File: src/rtl/ads868x_frame_packer.sv
`default_nettype none
// ============================================================================
// Module   : ads868x_frame_packer
// Purpose  : Buffers ADS868x samples in a small FWFT FIFO and emits fixed-
//            length AXI-Stream frames: sequence word, PPS seconds, sub-second
//            cycle count, then FRAME_LEN samples with tlast on the final one.
// Revision : 1.0  initial release
// ============================================================================
module ads868x_frame_packer #(
  parameter int FRAME_LEN  = 64,
  parameter int FIFO_DEPTH = 16
) (
  input  logic        aclk,
  input  logic        rst,
  input  logic        enable,
  input  logic        pps,
  input  logic [31:0] s_axis_tdata,
  input  logic        s_axis_tvalid,
  output logic        s_axis_tready,
  output logic [31:0] m_axis_tdata,
  output logic        m_axis_tvalid,
  input  logic        m_axis_tready,
  output logic        m_axis_tlast,
  output logic [15:0] stat_overflow_cnt,
  output logic [15:0] stat_frame_cnt
);

  localparam int              c_aw    = $clog2(FIFO_DEPTH);
  localparam logic [c_aw:0]   c_depth = (c_aw + 1)'(FIFO_DEPTH);
  localparam logic [15:0]     c_last  = 16'(FRAME_LEN - 1);

  typedef enum logic [2:0] {
    S_IDLE    = 3'd0,
    S_HDR_SEQ = 3'd1,
    S_HDR_SEC = 3'd2,
    S_HDR_SUB = 3'd3,
    S_DATA    = 3'd4
  } state_t;

  // Timebase and PPS synchronizer
  logic        r_pps_s1, r_pps_s2, r_pps_d;
  logic [31:0] r_sec, r_subsec;
  logic        w_pps_rise;

  // Input side
  logic [15:0] r_in_cnt;
  logic [15:0] r_ovf_cnt;
  logic [31:0] r_ts_sec, r_ts_sub;
  logic        r_tready;
  logic        w_gate, w_wr, w_drop, w_sof_in;

  // FIFO
  logic [32:0]     r_mem [FIFO_DEPTH];
  logic [c_aw-1:0] r_wr_ptr, r_rd_ptr;
  logic [c_aw:0]   r_count;
  logic            w_full, w_empty, w_pop;
  logic [32:0]     w_head;

  // Output FSM
  state_t      r_state;
  logic        r_hdr_valid;
  logic [31:0] r_hdr_data;
  logic [15:0] r_out_cnt;
  logic [15:0] r_seq;
  logic [15:0] r_frame_cnt;

  assign w_pps_rise = r_pps_s2 & ~r_pps_d;

  // Frames already started on the input always run to completion
  assign w_gate   = (r_in_cnt != 16'd0) | enable;
  // Full is judged on the occupancy before any same-cycle pop
  assign w_full   = (r_count == c_depth);
  assign w_empty  = (r_count == '0);
  assign w_wr     = s_axis_tvalid & w_gate & ~w_full;
  assign w_drop   = s_axis_tvalid & w_gate & w_full;
  assign w_sof_in = (r_in_cnt == 16'd0);
  assign w_head   = r_mem[r_rd_ptr];
  assign w_pop    = (r_state == S_DATA) & ~w_empty & m_axis_tready;

  // Header words come from registers; sample words come straight off the FIFO head
  assign m_axis_tvalid     = (r_state == S_DATA) ? ~w_empty : r_hdr_valid;
  assign m_axis_tdata      = (r_state == S_DATA) ? w_head[31:0] : r_hdr_data;
  assign m_axis_tlast      = (r_state == S_DATA) & ~w_empty & (r_out_cnt == c_last);
  assign s_axis_tready     = r_tready;
  assign stat_overflow_cnt = r_ovf_cnt;
  assign stat_frame_cnt    = r_frame_cnt;

  // Two-stage synchronizer plus one delay stage for rising-edge detection
  always_ff @(posedge aclk or posedge rst) begin
    if (rst) begin
      r_pps_s1 <= 1'b0;
      r_pps_s2 <= 1'b0;
      r_pps_d  <= 1'b0;
    end else begin
      r_pps_s1 <= pps;
      r_pps_s2 <= r_pps_s1;
      r_pps_d  <= r_pps_s2;
    end
  end

  // Seconds count PPS edges; sub-second counts cycles since the last edge, saturating
  always_ff @(posedge aclk or posedge rst) begin
    if (rst) begin
      r_sec    <= '0;
      r_subsec <= '0;
    end else if (w_pps_rise) begin
      r_sec    <= r_sec + 32'd1;
      r_subsec <= '0;
    end else if (r_subsec != 32'hFFFF_FFFF) begin
      r_subsec <= r_subsec + 32'd1;
    end
  end

  // Input frame position, overflow statistics and timestamp capture on SOF
  always_ff @(posedge aclk or posedge rst) begin
    if (rst) begin
      r_in_cnt  <= '0;
      r_ovf_cnt <= '0;
      r_ts_sec  <= '0;
      r_ts_sub  <= '0;
      r_tready  <= 1'b0;
    end else begin
      r_tready <= 1'b1;
      if (w_wr) begin
        r_in_cnt <= (r_in_cnt == c_last) ? 16'd0 : r_in_cnt + 16'd1;
        if (w_sof_in) begin
          r_ts_sec <= r_sec;
          r_ts_sub <= r_subsec;
        end
      end
      if (w_drop && (r_ovf_cnt != 16'hFFFF)) begin
        r_ovf_cnt <= r_ovf_cnt + 16'd1;
      end
    end
  end

  // FIFO storage: sample with its SOF flag in bit 32
  always_ff @(posedge aclk) begin
    if (w_wr) begin
      r_mem[r_wr_ptr] <= {w_sof_in, s_axis_tdata};
    end
  end

  // FIFO pointers and occupancy; reset flushes the contents
  always_ff @(posedge aclk or posedge rst) begin
    if (rst) begin
      r_wr_ptr <= '0;
      r_rd_ptr <= '0;
      r_count  <= '0;
    end else begin
      if (w_wr)  r_wr_ptr <= r_wr_ptr + 1'b1;
      if (w_pop) r_rd_ptr <= r_rd_ptr + 1'b1;
      case ({w_wr, w_pop})
        2'b10:   r_count <= r_count + 1'b1;
        2'b01:   r_count <= r_count - 1'b1;
        default: r_count <= r_count;
      endcase
    end
  end

  // Output sequencer: three header beats, then FRAME_LEN sample beats
  always_ff @(posedge aclk or posedge rst) begin
    if (rst) begin
      r_state     <= S_IDLE;
      r_hdr_valid <= 1'b0;
      r_hdr_data  <= '0;
      r_out_cnt   <= '0;
      r_seq       <= '0;
      r_frame_cnt <= '0;
    end else begin
      case (r_state)
        S_IDLE: begin
          if (!w_empty && w_head[32]) begin
            r_state     <= S_HDR_SEQ;
            r_hdr_valid <= 1'b1;
            r_hdr_data  <= {16'hADC0, r_seq};
          end
        end
        S_HDR_SEQ: begin
          if (m_axis_tready) begin
            r_state    <= S_HDR_SEC;
            r_hdr_data <= r_ts_sec;
          end
        end
        S_HDR_SEC: begin
          if (m_axis_tready) begin
            r_state    <= S_HDR_SUB;
            r_hdr_data <= r_ts_sub;
          end
        end
        S_HDR_SUB: begin
          if (m_axis_tready) begin
            r_state     <= S_DATA;
            r_hdr_valid <= 1'b0;
            r_hdr_data  <= '0;
            r_out_cnt   <= '0;
          end
        end
        S_DATA: begin
          if (w_pop) begin
            if (r_out_cnt == c_last) begin
              r_state     <= S_IDLE;
              r_out_cnt   <= '0;
              r_seq       <= r_seq + 16'd1;
              r_frame_cnt <= r_frame_cnt + 16'd1;
            end else begin
              r_out_cnt <= r_out_cnt + 16'd1;
            end
          end
        end
        default: r_state <= S_IDLE;
      endcase
    end
  end

endmodule
`default_nettype wire

File: config.mk
export PLATFORM = sky130hd
export DESIGN_NAME = ads868x_frame_packer
export DESIGN_NICKNAME = d
export VERILOG_FILES = /design/src/rtl/ads868x_frame_packer.sv
export SDC_FILE = /design/constraint.sdc
export NUM_CORES = 1
export LEC_CHECK = 0
export CAP_MARGIN = 10
export CORE_MARGIN = 10
export CORE_UTILIZATION = 60
export CTS_BUF_LIST = sky130_fd_sc_hd__clkbuf_8
export DETAILED_ROUTE_END_ITERATION = 6
export DONT_BUFFER_PORTS = 1
export PLACE_DENSITY = 0.79
export SLEW_MARGIN = 20
export SYNTH_ARGS = -nofsm -noshare
export SYNTH_HDL_FRONTEND = slang
export SYNTH_SLANG_ARGS = --single-unit
export TNS_END_PERCENT = 1
File: constraint.sdc
create_clock -name aclk -period 10.2 [get_ports aclk]
set_input_delay 3.06 -clock aclk [delete_from_list [all_inputs] [get_ports aclk]]
set_output_delay 3.06 -clock aclk [all_outputs]
set_load 0.02 [all_outputs]
==> results of run 1 <==
## Yosys cell counts (32+ instances only)
| master | instances | area share |
|---|---|---|
| mux2_2 | 69 | 0.023 |
| mux4_2 | 162 | 0.11 |
| clkbuf_1 | 63 | 0.0071 |
| o21ai_0 | 60 | 0.0090 |
| and3_1 | 50 | 0.0094 |
| xnor2_1 | 80 | 0.021 |
| nand4_1 | 62 | 0.012 |
| nand3_1 | 69 | 0.010 |
| nor2_1 | 62 | 0.0070 |
| edfxtp_1 | 528 | 0.48 |
| xor2_1 | 32 | 0.0084 |
| nand2_1 | 198 | 0.022 |
| dfrtp_1 | 261 | 0.20 |
## registers in the layout (all words and copies together), names as in the netlist, 32 cells and up
signal / cells
r_mem: 528
r_hdr_data: 32
r_sec: 32
r_subsec: 32
r_ts_sec: 32
r_ts_sub: 32
## worst reg2reg max path: stages, from the launching register on
cell and delay (ps):
dfrtp_4 620, buf_12 690, mux4_2 730, or2_1 270, a2bb2oi_4 540, nor3_2 300, o311a_1 370
## worst max-delay path by stage
stage | from | to | slack [ps] | depth (start not counted)
after global routing | r_rd_ptr[0]$_DFFE_PP0P_ | m_axis_tdata[15] | 3150 | 5
after global placement | r_rd_ptr[1]$_DFFE_PP0P_ | m_axis_tdata[30] | 3890 | 5
after floorplan | s_axis_tvalid | r_mem[0][0]$_DFFE_PP_ | 2630 | 4
after CTS | r_rd_ptr[1]$_DFFE_PP0P_ | m_axis_tdata[15] | 2970 | 5
final | r_rd_ptr[1]$_DFFE_PP0P_ | m_axis_tdata[15] | 3250 | 5
after detailed placement | r_rd_ptr[1]$_DFFE_PP0P_ | m_axis_tdata[15] | 3840 | 5
## stage by stage
| stage | std cells | area [um^2] | power [uW] | utilization | hold slack [ps] |
|---|---|---|---|---|---|
| 5_1_grt | 3004 | 36500 | 8640 | 0.665 | 367 |
| 3_5_place_dp | 2770 | 34100 | 5740 | 0.619 | 338 |
| 3_3_place_gp | 2770 | 34100 | 5660 | 0.619 | 346 |
| 4_1_cts | 3004 | 36500 | 8340 | 0.664 | 361 |
| 6_report | 3005 | 36500 | 8290 | 0.665 | 361 |
| 2_1_floorplan | 2092 | 33200 | 5270 | - | 331 |
## final cells by class
type                            count  area (um^2)  share of cell area
Antenna cell                        1         2.50           0.0000685
Inverter                           32          124             0.00339
Clock buffer                      147         2020              0.0554
Clock inverter                     87          442              0.0121
Timing Repair Buffer               43          339             0.00928
Tap cell                          748          936              0.0256
Sequential cell                   789        22400               0.613
Multi-Input combinational cell   1158        10300               0.281
## per-layer routing
metal,track usage,vias up,part of all wire
li1,-,8289,-
met1,0.309,9976,0.38
met2,0.379,949,0.50
met5,0,-,0.00017
met4,0.0959,2,0.029
met3,0.0733,158,0.094
## placed cells by master (no fill, tap or decap), types with 19 or more instances in the layout
cell      instances
edfxtp_1        528
dfrtp_1         256
nand2_1         198
mux4_2          162
clkbuf_8        147
xnor2_1          80
inv_1            73
mux2_2           69
nand3_1          69
nand4_1          62
nor2_1           61
o21ai_0          60
and3_1           46
buf_4            41
xor2_1           32
a21oi_1          27
a22oi_1          24
clkinv_1         22
or3_1            20
o211ai_1         19
## cells by family after synthesis
family / synth area share
adders and majority gates: 0.00603
buffers and inverters: 0.0186
DFF: 0.674
xor gates and xnor gates: 0.0295
and+or+nand+nor: 0.0890
other: 0.000113
AOI/OAI and AO/OA: 0.0469
muxes: 0.136
## power by group through the flow
stage,Sequential (uW),Combinational (uW),Clock (uW)
final,3970,1710,2610
after global routing,4000,1830,2810
after CTS,3970,1720,2650
after detailed placement,4030,1710,0
after global placement,4000,1660,0
after floorplan,3890,1380,0
==> results.sh, run 1 <==
export IMPL_cts_sinks=789
export IMPL_hold_start="r_pps_s1$_DFF_PP0_"
export IMPL_via_per_inst=6.45
export IMPL_r2r_cells=6
export IMPL_hold_violations=0
export IMPL_grt_max_degree=123
export IMPL_nets=2208
export IMPL_synth_seq_cells=789
export IMPL_worst_pin_slew_ps=1120
export IMPL_powerDensity_mw_per_mm2=227
export IMPL_grt_setup_unrepaired="no"
export IMPL_dp_hpwl_mm=45.8
export IMPL_skew_ps=38.2
export IMPL_start_kind="flip-flop"
export IMPL_cts_resized_gates=0
export IMPL_ant_nets=0
export IMPL_synth_edff_count=528
export IMPL_num_vias=19400
export IMPL_slowest_stage="dfrtp_4"
export IMPL_seq_area_frac_synth=0.674
export IMPL_numPortBuffers=0
export IMPL_hold_class="reg2reg"
export IMPL_io_pins=105
export IMPL_swShare=0.297
export IMPL_max_cap_violations=0
export IMPL_start_util=0.604
export IMPL_antenna_found_initial=1
export IMPL_cp_max_fo=81
export IMPL_path_clk_slew_ps=60
export IMPL_p_comb_frac=0.206
export IMPL_synthDistinctLibCells=78
export IMPL_clkLatencyLatePin_ps=800
export IMPL_ir_drop_mv=0.224
export IMPL_syn_nets=2146
export IMPL_fin_setup_tns_ps=0
export IMPL_avgSynthCellArea_um2=15.9
export IMPL_layout_drive_gt1_share=0.216
export IMPL_synth_cells=2092
export IMPL_fp_dieW_um=255
export IMPL_cts_tree="built"
export IMPL_design_core_area_mm2=0.0550
export IMPL_crit_chain="buf_6, mux4_2, mux4_2, nand2_1, nand2_1"
export IMPL_status="complete, but fails checks"
export IMPL_pre_cts_ws_ps=3840
export IMPL_rrSetupSlack_ps=6550
export IMPL_async_reset_ff_frac=0.331
export IMPL_netlist_area_mm2=0.0332
export IMPL_wl_per_cell_um=25.3
export IMPL_critPathTopFamily="flip-flops"
export IMPL_slew_viol_final=0
export IMPL_grt_use_total=0.240
export IMPL_clkPwrFrac=0.315
export IMPL_cts_buffer_depth=3
export IMPL_cp_required_ps=7140
export IMPL_path_buf_inv=1
export IMPL_dr_pass1_iters=7
export IMPL_wl_mm=76.1
export IMPL_die_area_mm2=0.0652
export IMPL_hold_end="r_pps_s2$_DFF_PP0_"
export IMPL_place_gp_congestion=0.833
export IMPL_fmax_mhz=144
export IMPL_violations="DRC"
export IMPL_critPathMaxStageDelay_ps=980
export IMPL_reg2reg_to="r_hdr_data[26]$_DFFE_PP0P_"
export IMPL_cts_setup_buffers=0
export IMPL_critPathCaptureType="primary output"
export IMPL_power_switching_uw=2460
export IMPL_finalCritPeriodShare=0.681
export IMPL_r2r_start="r_rd_ptr[0]$_DFFE_PP0P_"
export IMPL_die_y_um=255
export IMPL_setup_slack_ps=3250
export IMPL_grt_remaining_overflow=0
export IMPL_rows=86
export IMPL_cts_buffers=130
export IMPL_ctsHoldBuffers=0
export IMPL_intPower_uw=5830
export IMPL_setup_violations=0
export IMPL_critPathKind="reg2out"
export IMPL_syn_to_final_growth_pct=10.1
export IMPL_cts_root_buf="clkbuf_8"
export IMPL_fillers=3551
export IMPL_h_tree_depth=4
export IMPL_synth_main_ff_cell="edfxtp_1"
export IMPL_fin_crit_ps=6950
export IMPL_drt_iter0_drc=2276
export IMPL_p_seq_frac=0.479
export IMPL_yosysWarnings=0
export IMPL_drc=7
export IMPL_relSlewSlack=0.252
export IMPL_worstPathArrival_ps=3890
export IMPL_grt_first_pass_wirelength_mm=118
export IMPL_leakagePower_uw=0.0134
export IMPL_min_path_cells=0
export IMPL_grt_pass1_vias=19600
(Power assumes the default switching activity.)
==> run 2: changes to the inputs <==
--- a/config.mk
+++ b/config.mk
@@ -7,11 +7,11 @@
 export LEC_CHECK = 0
 export CAP_MARGIN = 10
 export CORE_MARGIN = 10
-export CORE_UTILIZATION = 60
+export CORE_UTILIZATION = 65
 export CTS_BUF_LIST = sky130_fd_sc_hd__clkbuf_8
 export DETAILED_ROUTE_END_ITERATION = 6
 export DONT_BUFFER_PORTS = 1
-export PLACE_DENSITY = 0.79
+export PLACE_DENSITY = 0.81
 export SLEW_MARGIN = 20
 export SYNTH_ARGS = -nofsm -noshare
 export SYNTH_HDL_FRONTEND = slang
==> constraint.sdc (replaced) <==
create_clock -name aclk -period 7.2 [get_ports aclk]
set_input_delay 2.16 -clock aclk [delete_from_list [all_inputs] [get_ports aclk]]
set_output_delay 2.16 -clock aclk [all_outputs]
set_load 0.02 [all_outputs]
==> run 2 against run 1 <==
Net effect: the run still ends with DRC left; power up 38%; critical endpoint is now m_axis_tdata[30]; wire length down 0.82%; setup slack worse by 1800 ps; non-clock buffer count up 3; combinational power up 43%; cell area down 0.85%; core utilization up 5.5 points; clock skew up 0.60 ps; critical path depth unchanged; worst hold slack worse by 2.8 ps; largest power group unchanged; die area down 7.1%; sequential share of layout area up 0.52 points.
==> results.sh, run 2 (synthesis gave the netlist of run 1 again) <==
export IMPL_slew_viol_final=0
export IMPL_drc=1
export IMPL_grt_first_pass_wirelength_mm=116
export IMPL_start_util=0.659
export IMPL_powerDensity_mw_per_mm2=316
export IMPL_dr_pass1_iters=7
export IMPL_cp_required_ps=5040
export IMPL_setup_slack_ps=1410
export IMPL_worst_pin_slew_ps=1130
export IMPL_wl_mm=75.4
export IMPL_io_pins=105
export IMPL_nets=2198
export IMPL_mostFrequentLayoutCells="edfxtp_1 (528), dfrtp_1 (256), nand2_1 (198)"
export IMPL_leakagePower_uw=0.0134
export IMPL_cts_sinks=789
export IMPL_grt_remaining_overflow=0
export IMPL_relSlewSlack=0.243
export IMPL_worstPathArrival_ps=3630
export IMPL_cts_setup_buffers=0
export IMPL_critPathKind="reg2out"
export IMPL_via_per_inst=6.64
export IMPL_layout_drive_gt1_share=0.211
export IMPL_ant_nets=0
export IMPL_fillers=2970
export IMPL_fin_setup_tns_ps=0
export IMPL_drt_iter0_drc=1954
export IMPL_cts_resized_gates=0
export IMPL_place_gp_congestion=0.830
export IMPL_ff_latch_area_mm2=0.0224
export IMPL_grt_setup_unrepaired="no"
export IMPL_final_common_cell="edfxtp_1"
export IMPL_violations="DRC"
export IMPL_pre_cts_ws_ps=2100
export IMPL_fp_dieW_um=246
export IMPL_slowest_stage="dfrtp_4"
export IMPL_critPathMaxStageDelay_ps=880
export IMPL_die_area_mm2=0.0605
export IMPL_cts_root_buf="clkbuf_8"
export IMPL_h_tree_depth=3
export IMPL_ctsHoldBuffers=0
export IMPL_multi_input_area_mm2=0.0103
export IMPL_ir_drop_mv=0.170
export IMPL_numPortBuffers=0
export IMPL_clkLatencyLatePin_ps=750
export IMPL_setup_violations=0
export IMPL_cts_buffers=117
export IMPL_finalCritPeriodShare=0.804
export IMPL_wl_per_cell_um=25.9
export IMPL_dp_hpwl_mm=45.5
export IMPL_start_kind="flip-flop"
export IMPL_fin_crit_ps=5790
export IMPL_cts_buffer_depth=3
export IMPL_skew_ps=38.8
export IMPL_cp_max_fo=34
export IMPL_grt_pass1_vias=19500
export IMPL_antenna_found_initial=1
export IMPL_crit_chain="buf_4, mux4_2, mux4_2, nand2_1, nand2_1"
export IMPL_status="complete, but fails checks"
export IMPL_syn_to_final_growth_pct=9.12
export IMPL_max_cap_violations=0
export IMPL_num_vias=19300
export IMPL_die_y_um=246
export IMPL_critPathCaptureType="primary output"
export IMPL_grt_max_degree=162
export IMPL_hold_violations=0
export IMPL_path_clk_slew_ps=60
export IMPL_largest_register_ffs=528
export IMPL_design_core_area_mm2=0.0504
export IMPL_cts_tree="built"
export IMPL_largest_register="r_mem"
export IMPL_grt_use_total=0.252
export IMPL_fmax_mhz=173
export IMPL_hold_class="reg2reg"
export IMPL_rows=82
## run 2: cell types whose count changed in the layout (fill, tap and decap cells not counted), moves of 2 or more
| cell | before | now |
|---|---|---|
| clkbuf_8 | 147 | 130 |
| inv_1 | 73 | 78 |
| buf_4 | 41 | 44 |
| clkinv_1 | 22 | 19 |
| clkinv_8 | 0 | 3 |
| inv_6 | 4 | 1 |
| clkinv_2 | 10 | 12 |
| clkinvlp_4 | 5 | 3 |
| inv_8 | 2 | 0 |
## run 2: layout make-up
type | count | share of cell area
Clock inverter | 87 | 0.0119
Clock buffer | 130 | 0.0494
Timing Repair Buffer | 46 | 0.0102
Sequential cell | 789 | 0.618
Tap cell | 672 | 0.0232
Antenna cell | 1 | 0.0000691
Inverter | 32 | 0.00342
Multi-Input combinational cell | 1158 | 0.284
## run 2: critical path: cells and delay by family, from the launching register on
family / cells / cell delay (ps)
DFF: 1 / 880
and+or+nand+nor: 2 / 310
buffers and inverters: 1 / 600
muxes: 2 / 1080
## run 2: final timing paths
| path | from | end | slack [ps] | cells after the start |
|---|---|---|---|---|
| hold reg to reg | r_pps_s1$_DFF_PP0_ | r_pps_s2$_DFF_PP0_ | 360 | 0 |
| hold / removal | r_pps_s1$_DFF_PP0_ | r_pps_s2$_DFF_PP0_ | 360 | 0 |
| setup reg to reg | r_rd_ptr[1]$_DFFE_PP0P_ | r_hdr_data[26]$_DFFE_PP0P_ | 3600 | 6 |
| min in group asynchronous | rst | stat_frame_cnt[10]$_DFFE_PP0P_ | 1470 | 1 |
| setup / recovery | r_rd_ptr[0]$_DFFE_PP0P_ | m_axis_tdata[30] | 1410 | 5 |
| max in group asynchronous | rst | r_rd_ptr[0]$_DFFE_PP0P_ | 4310 | 2 |
## run 2: layer usage
layer | GRT usage | routed length (um) | vias up | share of wire
met2 | 0.407 | 37700 | 962 | 0.50
met1 | 0.331 | 28500 | 9957 | 0.38
met3 | 0.0560 | 6970 | 164 | 0.092
li1 | - | - | 8265 | -
met4 | 0.103 | 2270 | 0 | 0.030
met5 | 0 | 0 | - | 0
## run 2: where the power goes
part	leakage, uW	internal [uW]	switching, uW
Combinational	0.00372	1050	1390
Clock	0.00131	1700	1690
Sequential	0.00832	5280	356
## run 2: per-stage QoR
step           total power, uW   util  instance area [um^2]  hold WS (ps)  cells
3_3_place_gp              8040  0.675                 34000           342   2697
4_1_cts                  11500  0.719                 36200           360   2914
5_1_grt                  11900  0.719                 36200           365   2915
6_report                 11500  0.719                 36200           358   2915
3_5_place_dp              8150  0.675                 34000           345   2697
2_1_floorplan             7470      -                 33200           331   2092
==> run 3: changes to the inputs <==
--- a/config.mk
+++ b/config.mk
@@ -7,11 +7,11 @@
 export LEC_CHECK = 0
 export CAP_MARGIN = 10
 export CORE_MARGIN = 10
-export CORE_UTILIZATION = 65
+export CORE_UTILIZATION = 60
 export CTS_BUF_LIST = sky130_fd_sc_hd__clkbuf_8
 export DETAILED_ROUTE_END_ITERATION = 6
 export DONT_BUFFER_PORTS = 1
-export PLACE_DENSITY = 0.81
+export PLACE_DENSITY = 0.79
 export SLEW_MARGIN = 20
 export SYNTH_ARGS = -nofsm -noshare
 export SYNTH_HDL_FRONTEND = slang
==> constraint.sdc (replaced) <==
create_clock -name aclk -period 4.8 [get_ports aclk]
set_input_delay 1.44 -clock aclk [delete_from_list [all_inputs] [get_ports aclk]]
set_output_delay 1.44 -clock aclk [all_outputs]
set_load 0.02 [all_outputs]
==> run 3 against run 2 <==
Net effect: die area up 7.6%; highest routed layer unchanged; clock skew up 21 ps; wire length up 3.5%; global-route usage down 0.87 points; clock power up 70%; via count up 0.15%; largest power group unchanged; the flow now finishes without violations; sequential share of layout area down 1.1 points; sequential power up 50%.
==> results.sh, run 3 (synthesis gave the netlist of run 1 again) <==
export IMPL_hold_start="r_pps_s1$_DFF_PP0_"
export IMPL_slew_viol_final=0
export IMPL_hold_end="r_pps_s2$_DFF_PP0_"
export IMPL_num_vias=19400
export IMPL_path_clk_slew_ps=70
export IMPL_die_area_mm2=0.0652
export IMPL_worst_pin_slew_ps=1080
export IMPL_dpl_cell_count=2791
export IMPL_critPathKind="reg2out"
export IMPL_antenna_found_initial=1
export IMPL_setup_violations=0
export IMPL_numPortBuffers=0
export IMPL_max_cap_violations=0
export IMPL_grt_setup_unrepaired="no"
export IMPL_ant_nets=0
export IMPL_drc=0
export IMPL_crit_start="r_rd_ptr[0]$_DFFE_PP0P_"
export IMPL_clkLatencyLatePin_ps=750
export IMPL_critPathCaptureType="primary output"
export IMPL_finalCritPeriodShare=0.978
export IMPL_grt_max_degree=77
export IMPL_final_core_util=0.671
export IMPL_cts_buffer_depth=3
export IMPL_grt_remaining_overflow=0
export IMPL_wl_per_cell_um=25.9
export IMPL_p_seq_frac=0.470
export IMPL_grt_use_total=0.243
export IMPL_rows=86
export IMPL_fmax_mhz=213
export IMPL_intPower_uw=12700
export IMPL_grt_pass1_vias=19700
export IMPL_cts_root_buf="clkbuf_8"
export IMPL_r2r_cells=13
export IMPL_power_switching_uw=5240
export IMPL_h_tree_depth=3
export IMPL_cts_setup_buffers=0
export IMPL_cp_max_fo=29
export IMPL_min_path_cells=0
export IMPL_relSlewSlack=0.275
export IMPL_grt_first_pass_wirelength_mm=119
export IMPL_dr_pass1_iters=5
export IMPL_layout_drive_gt1_share=0.224
export IMPL_instances_no_fill=3014
export IMPL_hold_class="reg2reg"
export IMPL_worstPathArrival_ps=3250
export IMPL_nets=2220
export IMPL_skew_ps=60.2
export IMPL_leakagePower_uw=0.0136
export IMPL_start_kind="flip-flop"
export IMPL_largest_register_ffs=528
export IMPL_r2r_start="r_in_cnt[6]$_DFFE_PP0P_"
export IMPL_ir_drop_mv=0.263
export IMPL_via_per_inst=6.43
export IMPL_p_comb_frac=0.210
export IMPL_cp_required_ps=3360
export IMPL_clkPwrFrac=0.319
export IMPL_powerDensity_mw_per_mm2=486
export IMPL_start_util=0.604
export IMPL_largest_register="r_mem"
export IMPL_fin_crit_ps=4690
export IMPL_cts_sinks=789
export IMPL_reg2reg_to="r_count[4]$_DFFE_PP0P_"
export IMPL_final_common_cell="edfxtp_1"
export IMPL_syn_to_final_growth_pct=11.1
export IMPL_fp_dieW_um=255
export IMPL_ctsHoldBuffers=0
export IMPL_hold_violations=0
export IMPL_die_y_um=255
export IMPL_swShare=0.292
export IMPL_cts_buffers=120
export IMPL_mostFrequentLayoutCells="edfxtp_1 (528), dfrtp_1 (256), nand2_1 (198)"
export IMPL_place_gp_congestion=0.841
export IMPL_status="finished clean"
export IMPL_wl_mm=78.1
export IMPL_design_core_area_mm2=0.0550
export IMPL_dp_hpwl_mm=48.1
export IMPL_rrSetupSlack_ps=1430
export IMPL_drt_iter0_drc=2292
export IMPL_cts_tree="built"
export IMPL_io_pins=105
## run 3: cell types whose count changed in the layout (fill, tap and decap cells not counted), moves of 3 or more
cell       delta
inv_1        -17
buf_12        +9
bufinv_16     +9
buf_4         +6
clkbuf_8      +6
clkinv_2      +5
buf_6         +3
## run 3: critical path: stages (launching register included)
cell,delay [ps]
dfrtp_4,700
buf_16,290
mux4_2,580
mux4_2,510
nand2_1,170
nand2_1,230
## run 3: worst max path at each step
stage,cells after the start,slack (ps),end
detailed placement,5,780,m_axis_tdata[14]
finish,5,110,m_axis_tdata[16]
floorplan,4,-1150,r_mem[0][0]$_DFFE_PP_
global placement,5,840,m_axis_tdata[14]
CTS,5,30,m_axis_tdata[0]
global route,5,0.4,m_axis_tdata[16]
## run 3: power by group through the flow
| stage | combinational [uW] | sequential, uW | clock, uW |
|---|---|---|---|
| 6_report | 3770 | 8430 | 5730 |
| 5_1_grt | 4010 | 8490 | 6140 |
| 4_1_cts | 3780 | 8420 | 5830 |
| 3_5_place_dp | 3730 | 8550 | 0 |
| 3_3_place_gp | 3620 | 8500 | 0 |
| 2_1_floorplan | 2930 | 8270 | 0 |
## run 3: layout make-up
cell class                 count  area, um^2
fill                        3505       18100
timing repair buffer          65         657
clock inverter                84         648
inverter                      32         124
clock buffer                 136        1870
antenna                        2        5.00
tap                          748         936
multi-input combinational   1158       10300
sequential                   789       22400
## run 3: timing repair
| item | 4_1_cts | 5_1_grt |
|---|---|---|
| endpoints found under the hold margin | 0 | 0 |
| cloned | 0 | 0 |
| resized for setup | 2 | 2 |
| endpoints found under the setup margin | 3 | 2 |
## run 3: metrics by stage
| stage | TNS [ps] | hold slack, ps | setup WS (ps) | total power, uW | area (um^2) |
|---|---|---|---|---|---|
| after CTS | 0 | 369 | 32.0 | 18000 | 36900 |
| final | 0 | 364 | 107 | 17900 | 36900 |
| after detailed placement | 0 | 342 | 782 | 12300 | 34300 |
| after global placement | 0 | 345 | 837 | 12100 | 34300 |
| after global routing | 0 | 379 | 0.385 | 18600 | 36900 |
| after floorplan | -226080 | 331 | -1150 | 11200 | 33200 |
## run 3: layer usage
metal | track usage | vias up | part of all wire
li1 | - | 8324 | -
met1 | 0.313 | 9995 | 0.38
met2 | 0.401 | 910 | 0.50
met3 | 0.0545 | 148 | 0.085
met4 | 0.0938 | 0 | 0.029
met5 | 0 | - | 0
